[src/rtl/lg_pkg.sv]
// Shared types for the logic-generator pin path: the {o,e} sample and the driver state.
package lg_pkg;

    localparam int unsigned LG_DW = 8;

    typedef struct packed {
        logic [LG_DW-1:0] o;
        logic [LG_DW-1:0] e;
    } lg_t;

    typedef enum logic [1:0] {
        IDLE = 2'd0,
        RUN  = 2'd1,
        DEAD = 2'd2
    } lg_drv_st_t;

endpackage

[src/rtl/axi4_stream_if.sv]
// Minimal AXI4-stream bundle: DN lanes of payload type DT with valid/ready/last.
interface axi4_stream_if #(
    parameter int unsigned DN = 1,
    parameter type         DT = logic
);
    logic          tvalid;
    logic          tready;
    logic          tlast;
    DT [DN-1:0]    tdata;

    modport mst (output tvalid, output tdata, output tlast, input tready);
    modport slv (input tvalid, input tdata, input tlast, output tready);
endinterface

[src/rtl/lg_drv.sv]
// GPIO pin driver fed by the logic-generator stream: break-before-make dead time on
// newly driven bits, hold/park on underrun, saturating underrun counter.
module lg_drv
    import lg_pkg::*;
#(
    parameter int unsigned DW  = LG_DW,
    parameter int unsigned CWD = 8,
    parameter int unsigned CWU = 16
) (
    input  logic           clk,
    input  logic           rstn,
    axi4_stream_if.slv     sti,
    input  logic           cfg_ena,
    input  logic           cfg_hld,
    input  logic [CWD-1:0] cfg_dtm,
    input  logic           sts_clr,
    output logic [DW-1:0]  gpio_o,
    output logic [DW-1:0]  gpio_e,
    output logic           sts_act,
    output logic [CWU-1:0] sts_udr
);

    lg_drv_st_t     st, st_n;
    logic [CWD-1:0] cnt, cnt_n;
    logic [DW-1:0]  o_n, e_n;
    logic [DW-1:0]  se, se_n;
    logic           sl, sl_n;
    logic [CWU-1:0] udr_n;
    logic           act_n;
    logic           rdy_q;
    logic           rdy;
    logic           acc;
    logic           udr_inc;
    logic [DW-1:0]  drv;
    lg_t            smp;

    // Ready only once out of reset; stalls while waiting out dead time unless disabled.
    assign rdy        = rdy_q & ((st != DEAD) | ~cfg_ena);
    assign sti.tready = rdy;
    assign acc        = sti.tvalid & rdy;
    assign smp        = sti.tdata[0];
    assign drv        = ~gpio_e & smp.e;

    always_ff @(posedge clk or negedge rstn) begin
        if (!rstn) begin
            st      <= IDLE;
            cnt     <= '0;
            gpio_o  <= '0;
            gpio_e  <= '0;
            se      <= '0;
            sl      <= 1'b0;
            sts_udr <= '0;
            sts_act <= 1'b0;
            rdy_q   <= 1'b0;
        end else begin
            st      <= st_n;
            cnt     <= cnt_n;
            gpio_o  <= o_n;
            gpio_e  <= e_n;
            se      <= se_n;
            sl      <= sl_n;
            sts_udr <= udr_n;
            sts_act <= act_n;
            rdy_q   <= 1'b1;
        end
    end

    always_comb begin
        st_n    = st;
        cnt_n   = cnt;
        o_n     = gpio_o;
        e_n     = gpio_e;
        se_n    = se;
        sl_n    = sl;
        udr_inc = 1'b0;

        if (!cfg_ena) begin
            // Disable releases every pin and forgets any pending drive.
            e_n   = '0;
            st_n  = IDLE;
            cnt_n = '0;
            se_n  = '0;
            sl_n  = 1'b0;
        end else begin
            unique case (st)
                IDLE, RUN: begin
                    if (acc) begin
                        o_n = smp.o;
                        if ((drv == '0) || (cfg_dtm == '0)) begin
                            e_n  = smp.e;
                            st_n = sti.tlast ? IDLE : RUN;
                        end else begin
                            // Releases happen now; new drives wait for the dead time.
                            e_n   = gpio_e & smp.e;
                            cnt_n = cfg_dtm;
                            se_n  = smp.e;
                            sl_n  = sti.tlast;
                            st_n  = DEAD;
                        end
                    end else if ((st == RUN) && !sti.tvalid) begin
                        udr_inc = 1'b1;
                        if (!cfg_hld) begin
                            e_n = '0;
                        end
                    end
                end
                DEAD: begin
                    cnt_n = cnt - CWD'(1);
                    if (cnt == CWD'(1)) begin
                        e_n  = se;
                        st_n = sl ? IDLE : RUN;
                    end
                end
                default: st_n = IDLE;
            endcase
        end

        if (sts_clr) begin
            udr_n = '0;
        end else if (udr_inc && (sts_udr != '1)) begin
            udr_n = sts_udr + CWU'(1);
        end else begin
            udr_n = sts_udr;
        end

        act_n = (st_n != IDLE);
    end

endmodule

[src/flat_wrapper.sv]
// flat-port wrapper written by rule: the top's interface ports become plain ports
module lg_drv_flat import lg_pkg::*;
#(
    parameter int unsigned DW  = LG_DW,
    parameter int unsigned CWD = 8,
    parameter int unsigned CWU = 16
)
  (clk, rstn, cfg_ena, cfg_hld, cfg_dtm, sts_clr, gpio_o, gpio_e, sts_act, sts_udr, sti_tvalid, sti_tdata, sti_tlast, sti_tready);
  axi4_stream_if #(.DN(1), .DT(lg_t)) sti_i ();
  input  logic clk;
  input  logic rstn;
  input  logic cfg_ena;
  input  logic cfg_hld;
  input  logic [CWD-1:0] cfg_dtm;
  input  logic sts_clr;
  output logic [DW-1:0] gpio_o;
  output logic [DW-1:0] gpio_e;
  output logic sts_act;
  output logic [CWU-1:0] sts_udr;
  input wire logic [$bits(sti_i.tvalid)-1:0] sti_tvalid;
  input wire logic [$bits(sti_i.tdata)-1:0] sti_tdata;
  input wire logic [$bits(sti_i.tlast)-1:0] sti_tlast;
  output wire logic [$bits(sti_i.tready)-1:0] sti_tready;
  assign sti_i.tvalid = sti_tvalid;
  assign sti_i.tdata = sti_tdata;
  assign sti_i.tlast = sti_tlast;
  assign sti_tready = sti_i.tready;
  lg_drv #(.DW(DW), .CWD(CWD), .CWU(CWU)) u_core (.clk(clk), .rstn(rstn), .sti(sti_i), .cfg_ena(cfg_ena), .cfg_hld(cfg_hld), .cfg_dtm(cfg_dtm), .sts_clr(sts_clr), .gpio_o(gpio_o), .gpio_e(gpio_e), .sts_act(sts_act), .sts_udr(sts_udr));
endmodule
[config.mk]
export PLATFORM = sky130hd
export DESIGN_NAME = lg_drv_flat
export DESIGN_NICKNAME = d
export VERILOG_FILES = /design/src/rtl/lg_pkg.sv /design/src/rtl/axi4_stream_if.sv /design/src/rtl/lg_drv.sv /design/src/flat_wrapper.sv
export SDC_FILE = /design/constraint.sdc
export NUM_CORES = 1
export LEC_CHECK = 0
export CAP_MARGIN = 20
export CORE_AREA = 2 2 84 86
export CTS_CLUSTER_SIZE = 8
export DETAILED_ROUTE_END_ITERATION = 8
export DIE_AREA = 0 0 86 88
export GPL_TIMING_DRIVEN = 0
export PLACE_DENSITY_LB_ADDON = 0.05
export SLEW_MARGIN = 10
export SYNTH_ARGS = -nofsm -noshare
export SYNTH_HDL_FRONTEND = slang
export SYNTH_SLANG_ARGS = --single-unit
[constraint.sdc]
create_clock -name clk -period 2.8 [get_ports clk]
set_clock_uncertainty 0.15 [all_clocks]
set_input_delay 0.28 -clock clk [delete_from_list [all_inputs] [get_ports clk]]
set_output_delay 0.28 -clock clk [all_outputs]
set_load 0.05 [all_outputs]
Word level (Yosys, flattened, before mapping) --
Index checks and enable logic that the tools add are counted.
Word-level totals: register bits 53, bits of input ports 31
Cells by class: add/sub/neg operators 2, equal/unequal tests 14, mux-type cells 32, bitwise gates (word level) 7, reductions and logical operators 14
Operators by type and width (number):
- $mux 8 | 13
- $mux 16 | 2
- $pmux 8 s2 | 2
- $add 16x1->16 const B | 1
- $and 8x8->8 | 2
- $logic_not 8->1 | 2
- $ne 16x16->1 const B | 1
- $mux 1 | 10
- $reduce_and 3->1 | 3
- $eq 8x1->1 const B | 1
- $mux 2 | 4
- $not 8->8 | 1
- $sub 8x1->8 const B | 1
- $ne 3x2->1 const B | 2
- $ne 2x1->1 const B | 2
- $ne 2x2->1 const B | 2
- $ne 4x2->1 const B | 1
- $ne 4x3->1 const B | 1
- $pmux 2 s2 | 1
- $reduce_and 4->1 | 1
- $reduce_bool 2->1 | 2
- $ne 3x1->1 const B | 1
- $ne 3x3->1 const B | 1
- $and 1x1->1 | 2
- 9 further kinds | 10

Depth between registers and ports, before layout --
depth in word-level cells 10, gate-level depth with buffers 7, depth with buffers taken out 6

Least setup slack after synthesis --
OpenSTA, ideal clock, no wires.
path type reg2reg, from register u_core.sts_udr[0], to register u_core.sts_udr[1], setup time 0.132 ns, arrival time 2.088 ns, required time 2.518 ns, slack 0.430 ns, stages on the path, launching flop included 8, period minus slack after synthesis 2.370 ns, path through dfrtp_1 -> ha_1 -> nand2_1 -> or3_4 -> o31ai_4 -> buf_6 -> mux2i_1 -> nor2_1
On the way: cells in the longest elaborated chain, start to end 3, elaborated cells between the ends (all ways) 6, those cells by class add/sub (1); eq/ne (1); mux (2); reduce/logical (2)
RTL lines:
- start: declaration | RTL line lg_drv.sv:20 | output logic [CWU-1:0] sts_udr
- start signal: assignment | RTL line lg_drv.sv:62 | sts_udr <= udr_n;
- $add 16x1->16 / $ne 16x16->1 (equally long branches) | RTL line lg_drv.sv:121, lg_drv.sv:120
- $mux 16 / $logic_and 1x1->1 (equally long branches) | RTL line lg_drv.sv:120 | end else if (udr_inc && (sts_udr != '1)) begin
- $mux 16 / $reduce_bool 2->1 (equally long branches)
Several ways; a longest one is shown, not always the timed one. The select of a mux whose other input is x is not followed. A chain may end at the register's enable or synchronous reset.

Worst setup path after layout --
from register u_core.st[1], to output port sti_tready
On the way: cells in the longest elaborated chain, start to end 3
RTL lines:
- start: declaration | RTL line lg_drv.sv:23 | lg_drv_st_t st, st_n;
- start signal: assignment | RTL line lg_drv.sv:56 | st <= st_n;
- $ne 2x2->1 | RTL line lg_drv.sv:38 | assign rdy = rdy_q & ((st != DEAD) | ~cfg_ena);
- $or 1x1->1 | RTL line lg_drv.sv:38
- $and 1x1->1 | RTL line lg_drv.sv:38
- end: declaration | RTL line flat_wrapper.sv:23 | output wire logic [$bits(sti_i.tready)-1:0] sti_tready;
No other way between the ends.

==> impl_metrics.py <==
metrics = {
    "status": {
        "status": "complete, no violations",
    },
    "route": {
        "wirelength_mm": 7.31,
        "drtIter0Drc": 78,
        "route.detailed.drc": 0,
        "vias": 2501,
        "postRouteAntennaNets": 0,
        "wl_per_cell_microns": 16.7,
        "routed_via_density": 5.72,
        "drtPass1Iterations": 5,
    },
    "layout": {
        "n_fill_cell": 591,
        "diodes": 0,
        "nNetsFinal": 390,
        "drive_above_1_share": 0.146,
        "post-route-util": 0.575,
        "area_growth_pct": 29.7,
    },
    "timing": {
        "slew_viol_final": 0,
        "timing.fmax_mhz": 383,
        "worst_pin_slew_ns": 0.646,
        "rsz0062_at_grt": "no",
        "finalCritPeriodShare": 0.934,
        "period_minus_slack_ns": 2.61,
        "maxSlewHeadroom": 0.570,
        "tns_ns": 0,
        "finalSetupViolCount": 0,
        "hold_violations": 0,
    },
    "clock_network": {
        "clk_pin_slew_worst_paths_ns": 0.10,
        "cts_sinks": 53,
        "clock_latency_ns": 0.31,
        "cts_buffer_depth": 2,
        "postCtsSetupRepairBufs": 0,
        "cts_root_buf": "clkbuf_8",
        "cts_buffers": 5,
        "cts_tree": "yes",
        "cts.htree.levels": 2,
    },
    "critical_path": {
        "r2r_slack_ns": 0.56,
        "required_ns": 2.37,
        "endpoint": "sti_tready",
        "arrival_ns": 2.18,
        "crit_chain": "nor2b_1 > buf_2 > nand2_1 > and2_1 > clkdlybuf4s50_1",
        "timing.rr.start": "u_core.sts_udr[0]",
        "start_kind": "register",
        "critPathTopFamily": "buffers and inverters",
        "cp_max_fo": 9,
        "cpPeakStageDelay_ns": 0.81,
        "cp_num_buf_inv": 2,
        "cp-end-kind": "output pin",
        "r2r-end": "u_core.sts_udr[1]",
        "cp.depth": 5,
        "critical_path_class": "reg2out",
        "crit_start": "u_core.st[1]",
        "cpMaxStageDelayCell": "clkdlybuf4s50_1",
        "worst_r2r_path_depth": 7,
    },
    "synth": {
        "synth_top_family_by_area": "compound AO/OA/AOI/OAI gates",
        "synth_compound_area_frac": 0.230,
        "synth.top_cell.area_share": 0.450,
        "synth_ff_type": "dfrtp_1",
        "netlist_area_sq_um": 2940,
        "avgSynthCellArea_sq_um": 10.4,
        "synthSimpleGateAreaFrac": 0.187,
        "ys_ff_latch": 53,
        "syn-instance-count": 284,
        "synth_xor_area_frac": 0.0297,
        "yosysWarningCount": 0,
        "muxShareOfSynthArea": 0.0446,
        "synth_nets": 318,
        "synth_area_leaders": "dfrtp_1 45%, a22o_1 5.1%, a221oi_2 4.1%, mux2_2 3.4%, a21oi_1 3.4%",
        "synth_cell_types": 61,
        "ys_seq_area_frac": 0.450,
        "yosysTopAreaCell": "dfrtp_1",
        "synth_edf_count": 0,
        "synthAdderAreaFrac": 0.0127,
        "async_flop_share": 1.00,
    },
    "grt": {
        "antenna_found_initial": 0,
        "grt_pass1_vias": 2468,
        "grt_pass1_wl_mm": 12.0,
        "grt_max_degree": 29,
        "track_usage": 0.199,
        "grt.overflow.total": 0,
    },
    "floorplan": {
        "die_width_microns": 86,
        "core_area_sq_um": 6640,
        "fp-row-count": 30,
        "start_util": 0.443,
        "dieArea_sq_um": 7570,
        "num_io_pins": 65,
        "die_h_microns": 88,
    },
    "power": {
        "total_power_w": 0.00186,
        "pwr_density_cell_nw_per_um2": 486,
        "peakVddDrop_v": 0.000298,
        "p_leak_nw": 1.55,
    },
    "placement": {
        "hpwl_mm": 5.21,
        "gp_congestion": 0.801,
        "port_buffers": 63,
    },
    "run": {
        "drv_cap": 0,
    },
    "hold_path": {
        "hold_path.class": "in2reg",
    },
}
Yosys cell counts, types with 3 or more instances:
cell and count:
xor2_1 8, nor3_1 4, buf_2 5, nor2b_1 10
nor2_1 17, nand4_1 3, inv_1 12, and2_1 5
a21oi_2 3, a21oi_1 20, a22o_1 17, buf_6 3
or3_1 4, ha_1 3, mux2i_1 3, nand3_1 10
a221oi_2 8, o21ai_0 5, nand2_1 22, dfrtp_1 53
clkbuf_1 4, or4_1 7, nor4_1 3, mux2_2 9
worst min path at each step:
stage	startpoint	end	slack, ns	cells after the start
6_report	sts_clr	u_core.sts_udr[5]	0.22	2
5_1_grt	sts_clr	u_core.sts_udr[5]	0.24	2
4_1_cts	sts_clr	u_core.sts_udr[5]	0.22	2
3_5_place_dp	rstn	u_core.cnt[0]	0.20	1
3_3_place_gp	u_core.gpio_o[3]	u_core.gpio_o[3]	0.34	1
2_1_floorplan	rstn	u_core.cnt[0]	-0.17	0
stage by stage:
| step | setup WS, ns | hold slack (ns) | cell area (sq um) | instances |
|---|---|---|---|---|
| floorplan | 0.430 | -0.166 | 2940 | 284 |
| CTS | 0.107 | 0.215 | 3820 | 437 |
| global placement | -0.438 | 0.338 | 3670 | 427 |
| global route | 0.0414 | 0.238 | 3820 | 437 |
| detailed placement | 0.118 | 0.197 | 3690 | 428 |
| finish | 0.186 | 0.222 | 3820 | 437 |
area by class of cell:
| class | count | area [sq um] | share of cell area |
|---|---|---|---|
| multi-input combinational | 205 | 1490 | 0.390 |
| sequential | 53 | 1330 | 0.347 |
| timing repair buffer | 65 | 656 | 0.172 |
| tap | 80 | 100 | 0.0262 |
| buffer | 14 | 83.8 | 0.0219 |
| clock buffer | 5 | 68.8 | 0.0180 |
| clock inverter | 3 | 50.0 | 0.0131 |
| inverter | 12 | 45.0 | 0.0118 |
layout by cell type (no fill, tap or decap), types with 3 or more instances in the layout:
cell	netlist	layout
clkdlybuf4s50_1	0	62
dfrtp_1	53	53
nand2_1	22	22
a21oi_1	20	20
nor2_1	17	17
a22o_1	17	17
inv_1	12	12
nor2b_1	10	10
nand3_1	10	10
mux2_2	9	9
a221oi_2	8	8
xor2_1	8	8
or4_1	7	7
buf_2	5	6
and2_1	5	5
o21ai_0	5	5
clkbuf_8	0	5
nor3_1	4	4
or3_1	4	4
nor4_1	3	3
clkbuf_1	4	3
buf_6	3	3
a21oi_2	3	3
nand4_1	3	3
mux2i_1	3	3
ha_1	3	3
worst reg2reg max path, stage by stage, from the launching register on:
cell     delay, ns
dfrtp_1       0.43
ha_1          0.23
nand2_1       0.10
or3_4         0.37
o31ai_4       0.40
buf_6         0.20
mux2i_1       0.18
nor2_1        0.05
sequential cells by signal (all words and copies together) (netlist names), 2 cells and up:
name and cells:
u_core.cnt 8, u_core.gpio_e 8, u_core.gpio_o 8, u_core.se 8
u_core.st 2, u_core.sts_udr 16
logic make-up (layout without fill, tap and decap cells):
| group | after synthesis | count (layout) |
|---|---|---|
| other | 1 | 1 |
| XOR/XNOR | 10 | 10 |
| AO/OA/AOI/OAI | 80 | 80 |
| multiplexers | 12 | 12 |
| AND/OR/NAND/NOR | 99 | 99 |
| buffers and inverters | 26 | 99 |
| adder cells (fa/ha/maj) | 3 | 3 |
| flip-flops | 53 | 53 |
power breakdown:
part | leakage [nW] | internal, W | switching (W)
Sequential | 0.712 | 0.000814 | 0.0000365
Combinational | 0.779 | 0.000184 | 0.000261
Clock | 0.0603 | 0.000275 | 0.000287
Total | 1.55 | 0.00127 | 0.000584
routing by layer:
metal | wire (microns) | track usage | up-vias
li1 | - | - | 1201
met1 | 3330 | 0.262 | 1223
met2 | 3570 | 0.336 | 68
met3 | 313 | 0.0283 | 9
met4 | 92 | 0.0678 | 0
met5 | 0 | 0 | -
what timing repair did:
| item | CTS | global route |
|---|---|---|
| gates resized for setup | 0 | 2 |
| endpoints found under the setup margin | 0 | 1 |
| hold buffers | 1 | 0 |
| hold endpoints to repair | 25 | 0 |
Power figures use the tool's default switching activity.
